### src/rtl/hnf_txreq_arb.sv
// HN-F TXREQ link controller: arbitrates requesters onto the single TXREQ
// channel, tracks SN-F L-credits and sequences link activate/deactivate.
//
// Ports:
//   clock, reset_n        clock, async active-low reset
//   link_en               1 = bring up / keep up the link, 0 = take it down
//   req_flit/req_valid    per-requester flit and valid
//   req_ready             one-hot grant (flit accepted when valid&ready)
//   txreqflit/txreqflitv  registered flit and valid to the SN-F
//   txreqflitpend         flit-pending indicator
//   txreqlcrdv            one L-credit granted per asserted cycle
//   txlinkactivereq/ack   link activation handshake
//   lcrd_cnt              credits currently held (debug)
//   lcrd_ovf              sticky: credit received while counter full
//
// Build option: define HNF_TXREQ_QOS_EN to arbitrate by highest QoS
// (round-robin tie-break) and tag credit-return flits with QoS=4'hF.

package hnf_txreq_pkg;

  typedef struct packed {
    logic [3:0]  QoS;
    logic [6:0]  TgtID;
    logic [6:0]  SrcID;
    logic [7:0]  TxnID;
    logic [5:0]  Opcode;
    logic [2:0]  Size;
    logic [43:0] Addr;
  } reqflit_t;

  localparam logic [5:0] OPC_LCRD_RETURN = 6'h00;

endpackage

module hnf_txreq_arb
  import hnf_txreq_pkg::*;
#(
  parameter  int NUM_REQ  = 2,
  parameter  int MAX_LCRD = 15,
  localparam int CW = $clog2(MAX_LCRD + 1),
  localparam int RW = (NUM_REQ > 1) ? $clog2(NUM_REQ) : 1
) (
  input  logic                     clock,
  input  logic                     reset_n,
  input  logic                     link_en,
  input  reqflit_t [NUM_REQ-1:0]   req_flit,
  input  logic     [NUM_REQ-1:0]   req_valid,
  output logic     [NUM_REQ-1:0]   req_ready,
  output reqflit_t                 txreqflit,
  output logic                     txreqflitv,
  output logic                     txreqflitpend,
  input  logic                     txreqlcrdv,
  output logic                     txlinkactivereq,
  input  logic                     txlinkactiveack,
  output logic     [CW-1:0]        lcrd_cnt,
  output logic                     lcrd_ovf
);

  typedef enum logic [1:0] {
    ST_STOP,
    ST_ACT,
    ST_RUN,
    ST_DEACT
  } state_e;

  state_e          state_q, state_d;
  logic [CW-1:0]   cnt_q, cnt_d;
  logic            ovf_q, ovf_d;
  logic [RW-1:0]   rr_q, rr_d;
  reqflit_t        flit_q, flit_d;
  logic            flitv_q, flitv_d;

  logic                have_crd;
  logic [NUM_REQ-1:0]  grant;
  logic [RW-1:0]       gnt_idx;
  logic                gnt_vld;
  reqflit_t            rtn_flit;
  logic                rtn_vld;

  // The flit on the wire still holds its credit until the decrement
  // at the end of this cycle, so it must not be spent twice.
  always_comb begin
    if (flitv_q) have_crd = (cnt_q > CW'(1));
    else         have_crd = (cnt_q != '0);
  end

  always_comb begin
    logic [RW-1:0] idx;
    logic          qos_ok;
`ifdef HNF_TXREQ_QOS_EN
    logic [3:0]    best_qos;
    best_qos = '0;
    for (int i = 0; i < NUM_REQ; i++) begin
      if (req_valid[i] && (req_flit[i].QoS > best_qos))
        best_qos = req_flit[i].QoS;
    end
`endif
    grant   = '0;
    gnt_idx = '0;
    gnt_vld = 1'b0;
    idx     = '0;
    qos_ok  = 1'b0;
    if ((state_q == ST_RUN) && have_crd) begin
      for (int k = 0; k < NUM_REQ; k++) begin
        idx = RW'((int'(rr_q) + k) % NUM_REQ);
`ifdef HNF_TXREQ_QOS_EN
        qos_ok = (req_flit[idx].QoS == best_qos);
`else
        qos_ok = 1'b1;
`endif
        if (!gnt_vld && req_valid[idx] && qos_ok) begin
          gnt_vld      = 1'b1;
          gnt_idx      = idx;
          grant[idx]   = 1'b1;
        end
      end
    end
  end

  always_comb begin
    rtn_flit        = '0;
    rtn_flit.Opcode = OPC_LCRD_RETURN;
    rtn_flit.TgtID  = flit_q.TgtID;
    rtn_flit.SrcID  = flit_q.SrcID;
`ifdef HNF_TXREQ_QOS_EN
    rtn_flit.QoS    = 4'hF;
`else
    rtn_flit.QoS    = 4'h0;
`endif
    rtn_vld = (state_q == ST_DEACT) && have_crd;
  end

  always_comb begin
    flitv_d = gnt_vld | rtn_vld;
    flit_d  = flit_q;
    if (gnt_vld)      flit_d = req_flit[gnt_idx];
    else if (rtn_vld) flit_d = rtn_flit;
  end

  always_comb begin
    rr_d = rr_q;
    if (gnt_vld) begin
      if (gnt_idx == RW'(NUM_REQ - 1)) rr_d = '0;
      else                             rr_d = gnt_idx + RW'(1);
    end
  end

  always_comb begin
    cnt_d = cnt_q;
    ovf_d = ovf_q;
    unique case ({txreqlcrdv, flitv_q})
      2'b10: begin
        if (cnt_q == CW'(MAX_LCRD)) ovf_d = 1'b1;
        else                        cnt_d = cnt_q + CW'(1);
      end
      2'b01: begin
        if (cnt_q != '0) cnt_d = cnt_q - CW'(1);
      end
      default: cnt_d = cnt_q;
    endcase
  end

  always_comb begin
    state_d = state_q;
    unique case (state_q)
      ST_STOP:
        if (link_en && !txlinkactiveack) state_d = ST_ACT;
      ST_ACT:
        if (txlinkactiveack) state_d = ST_RUN;
      ST_RUN:
        if (!link_en) state_d = ST_DEACT;
      ST_DEACT:
        if ((cnt_q == '0) && !txlinkactiveack && !flitv_q)
          state_d = ST_STOP;
      default: state_d = ST_STOP;
    endcase
  end

  always_ff @(posedge clock or negedge reset_n) begin
    if (!reset_n) begin
      state_q <= ST_STOP;
      cnt_q   <= '0;
      ovf_q   <= 1'b0;
      rr_q    <= '0;
      flit_q  <= '0;
      flitv_q <= 1'b0;
    end else begin
      state_q <= state_d;
      cnt_q   <= cnt_d;
      ovf_q   <= ovf_d;
      rr_q    <= rr_d;
      flit_q  <= flit_d;
      flitv_q <= flitv_d;
    end
  end

  assign req_ready       = grant;
  assign txreqflit       = flit_q;
  assign txreqflitv      = flitv_q;
  assign lcrd_cnt        = cnt_q;
  assign lcrd_ovf        = ovf_q;
  assign txlinkactivereq = (state_q == ST_ACT) ||
                           (state_q == ST_RUN);
  assign txreqflitpend   = (state_q == ST_RUN) ||
                           (state_q == ST_DEACT);

endmodule

### config.mk
export PLATFORM = sky130hd
export DESIGN_NAME = hnf_txreq_arb
export DESIGN_NICKNAME = d
export VERILOG_FILES = /design/src/rtl/hnf_txreq_arb.sv
export SDC_FILE = /design/constraint.sdc
export NUM_CORES = 1
export LEC_CHECK = 0
export ABC_AREA = 1
export BUFFER_PORTS_ARGS = -buffer_cell sky130_fd_sc_hd__buf_2
export CAP_MARGIN = 40
export CORE_MARGIN = 2
export CORE_UTILIZATION = 41
export CTS_CLUSTER_DIAMETER = 50
export CTS_CLUSTER_SIZE = 20
export DETAILED_ROUTE_END_ITERATION = 12
export PLACE_DENSITY = 0.73
export SLEW_MARGIN = 30
export SYNTH_ARGS = -nofsm -noshare
export SYNTH_HDL_FRONTEND = slang
export SYNTH_SLANG_ARGS = --single-unit
### constraint.sdc
create_clock -name clock -period 2.24 [get_ports clock]
set_clock_uncertainty 0.15 [all_clocks]
set_input_delay 0.336 -clock clock [delete_from_list [all_inputs] [get_ports clock]]
set_output_delay 0.336 -clock clock [all_outputs]
set_load 0.05 [all_outputs]
==> impl_metrics.py <==
metrics = {
    "pwr": {
        "p_per_area_nw_per_um2": 1390,
        "switching_share_pct": 52.7,
        "internal_power_mw": 4.48,
        "max-vdd-ir-drop_uv": 532,
        "power_leakage_nw": 4.45,
        "switching_power_mw": 4.99,
        "combPwrFrac_pct": 58.2,
        "clock_power_share_pct": 14.7,
        "power.total_mw": 9.47,
        "seq_power_share_pct": 27.0,
    },
    "timing": {
        "worst_pin_slew_ns": 0.512,
        "slew_violations": 0,
        "final_hold_viol_count": 0,
        "fin_crit_ns": 2.20,
        "period_share_pct": 98.2,
        "slew_headroom_pct": 65.8,
        "finalSetupViolCount": 0,
        "setup_tns_ns": 0,
        "worst_slack_ns": 0.0396,
        "grt_setup_unrepaired": "yes",
        "clock.fmax_ghz": 0.454,
        "whs_ns": 0.119,
    },
    "cells_and_area": {
        "num_antenna_cells": 0,
        "layout_commonest_cell": "nand2_1",
        "mostFrequentLayoutCells": "277 x nand2_1, 251 x buf_2, 164 x nor2_1, 91 x inv_1, 85 x dfrtp_1",
        "areaGrowthSynthToFinish_pct": 34.7,
        "layoutNonFillerInstCount": 1158,
        "final_cell_area_um2": 6810,
        "final_util_pct": 56.7,
        "fin_nets": 1181,
        "drive_gt1_share_pct": 29.7,
    },
    "global_routing": {
        "global_route.overflow_total": 0,
        "grt_pass1_wl_um": 23100,
        "antenna_found_initial": 0,
        "first_global_vias": 4864,
        "grt_max_degree": 94,
        "grt_usage_pct": 21.8,
    },
    "synth": {
        "ys_seq_area_share_pct": 43.5,
        "synth_area_leader_cell": "dfrtp_1",
        "syn_inst": 768,
        "synth_top_family_by_area": "simple AND/OR/NAND/NOR gates",
        "syn-cell-area_um2": 5060,
        "synthMuxAreaShare_pct": 0,
        "avgSynthCellArea_um2": 6.59,
        "post_synth_fa_ha_maj_area_fraction_pct": 2.23,
        "syn-num-nets": 942,
        "yosysTopAreaCellShare_pct": 43.5,
        "synth-xor-area-share_pct": 0.519,
        "synth_cell_types": 21,
        "synthTopCellsByArea": "dfrtp_1 44%, nand2_1 21%, nor2_1 12%",
        "synth-seq-cells": 88,
        "synth-simple-area-share_pct": 41.4,
        "yosysWarnings": 0,
        "synth_compound_area_share_pct": 0.816,
    },
    "min_path": {
        "hold_class": "primary input to flip-flop",
        "hold_path_startpoint": "req_flit[1]",
    },
    "setup_path": {
        "cp-end-kind": "output port",
        "cp.arrival_ns": 1.71,
        "path_class": "flip-flop to output port",
        "cp-startpoint": "lcrd_cnt[0]",
        "required_ns": 1.75,
        "timing.rr.start": "lcrd_cnt[0]",
        "start_kind": "flip-flop",
        "cp_max_fo": 4,
    },
    "floorplan": {
        "core_um2": 12000,
        "start_util_pct": 42.1,
        "core.rowCount": 40,
        "die_area_um2": 13200,
        "die_width_um": 115,
        "io_pins": 254,
        "die-height_um": 115,
    },
    "place": {
        "place_ws_ns": 0.201,
        "gp_congestion": 0.794,
        "dp_cells": 1138,
        "io_buffer_count": 253,
        "dp_hpwl_um": 10100,
        "dpl_cell_area_um2": 6490,
    },
    "run": {
        "cap_violations": 0,
    },
    "routing": {
        "drc_errors": 0,
        "first_pass_iters": 4,
        "ant_nets": 0,
        "wirelength_um": 14200,
        "wl_per_cell_um": 12.3,
        "num_vias": 5293,
        "drt_iter0_drc": 321,
        "via_per_inst": 4.57,
    },
    "clock_network": {
        "cts.clk_slew.worst_paths_ns": 0.06,
        "cts_tree": "built",
        "htreeDepth": 3,
        "clock_sinks": 88,
        "cts-root-buf": "clkbuf_16",
        "cts_inserted_buffers": 9,
        "insertion_delay_ns": 0.34,
        "clock_path_buffers": 2,
    },
    "run_status": {
        "status": "complete, no violations",
    },
}
## layer usage
layer | GRT usage, % | vias to the layer above | share of wire [%]
met2 | 34.6 | 199 | 46
met3 | 5.43 | 23 | 7.1
li1 | - | 2749 | -
met1 | 28.7 | 2322 | 45
met5 | 0 | - | 0
met4 | 8.35 | 0 | 2.2
## power groups by stage
stage	Sequential, mW	Combinational [mW]	Clock, mW
2_1_floorplan	4.40	2.34	0
3_3_place_gp	2.58	5.38	0
3_5_place_dp	2.58	5.45	0
4_1_cts	2.56	5.52	1.44
5_1_grt	2.63	6.02	1.50
6_report	2.56	5.51	1.40
## critical path, cell delays in order, from the launching register on
cell	delay, ns
dfrtp_4	0.51
inv_4	0.08
ha_4	0.15
inv_2	0.04
nand2_2	0.07
nand2_4	0.07
nand3_4	0.07
clkinvlp_4	0.11
nor2_4	0.12
buf_8	0.15
## cell type report
type	count	area, um^2
clock buffer	15	268
fill	1207	5200
inverter	96	369
multi-input combinational	543	2330
sequential	88	2210
tap	147	184
timing repair buffer	269	1450
## cell usage after synthesis
master    number
a21oi_1        1
clkbuf_1       8
buf_4          6
xor2_1         3
buf_2         25
inv_2          1
or2_2          3
nor2_4         1
buf_6          2
inv_1         95
nand2_2        1
nand2_1      279
nand3_2        2
ha_1           9
nor2_1       165
a21oi_2        1
a22oi_1        1
nand3_1       69
nand4_1        4
dfrtp_1       88
o21ai_0        4
## cell families after synthesis
group	Yosys count
and+or+nand+nor	524
buffers and inverters	137
DFF	88
adders and majority gates	9
AOI/OAI and AO/OA	7
xor gates and xnor gates	3
## flip-flops by register name (all words and copies together), names as in the netlist
register	count
rr_q	1
lcrd_cnt	4
state_q	2
lcrd_ovf	1
txreqflitv	1
txreqflit	79
## path summary, 6_finish.rpt
check,end,slack [ns],cells past startpoint
max,req_ready[0],0.04,9
min,txreqflit[1],0.12,5
max reg2reg,txreqflit[24],0.17,11
min reg2reg,lcrd_ovf,0.32,2
max in group asynchronous,txreqflit[51],0.98,3
min in group asynchronous,txreqflit[43],0.36,2
## repair_timing
action                                  in CTS  in global routing
hold endpoints to repair                    33                  0
setup buffers                                3                  1
gates resized for setup                      3                  3
endpoints found under the setup margin       2                  2
pin swaps                                    2                  4
hold buffers                                 1                  0
No activity file was read; power rests on OpenSTA's default activity.
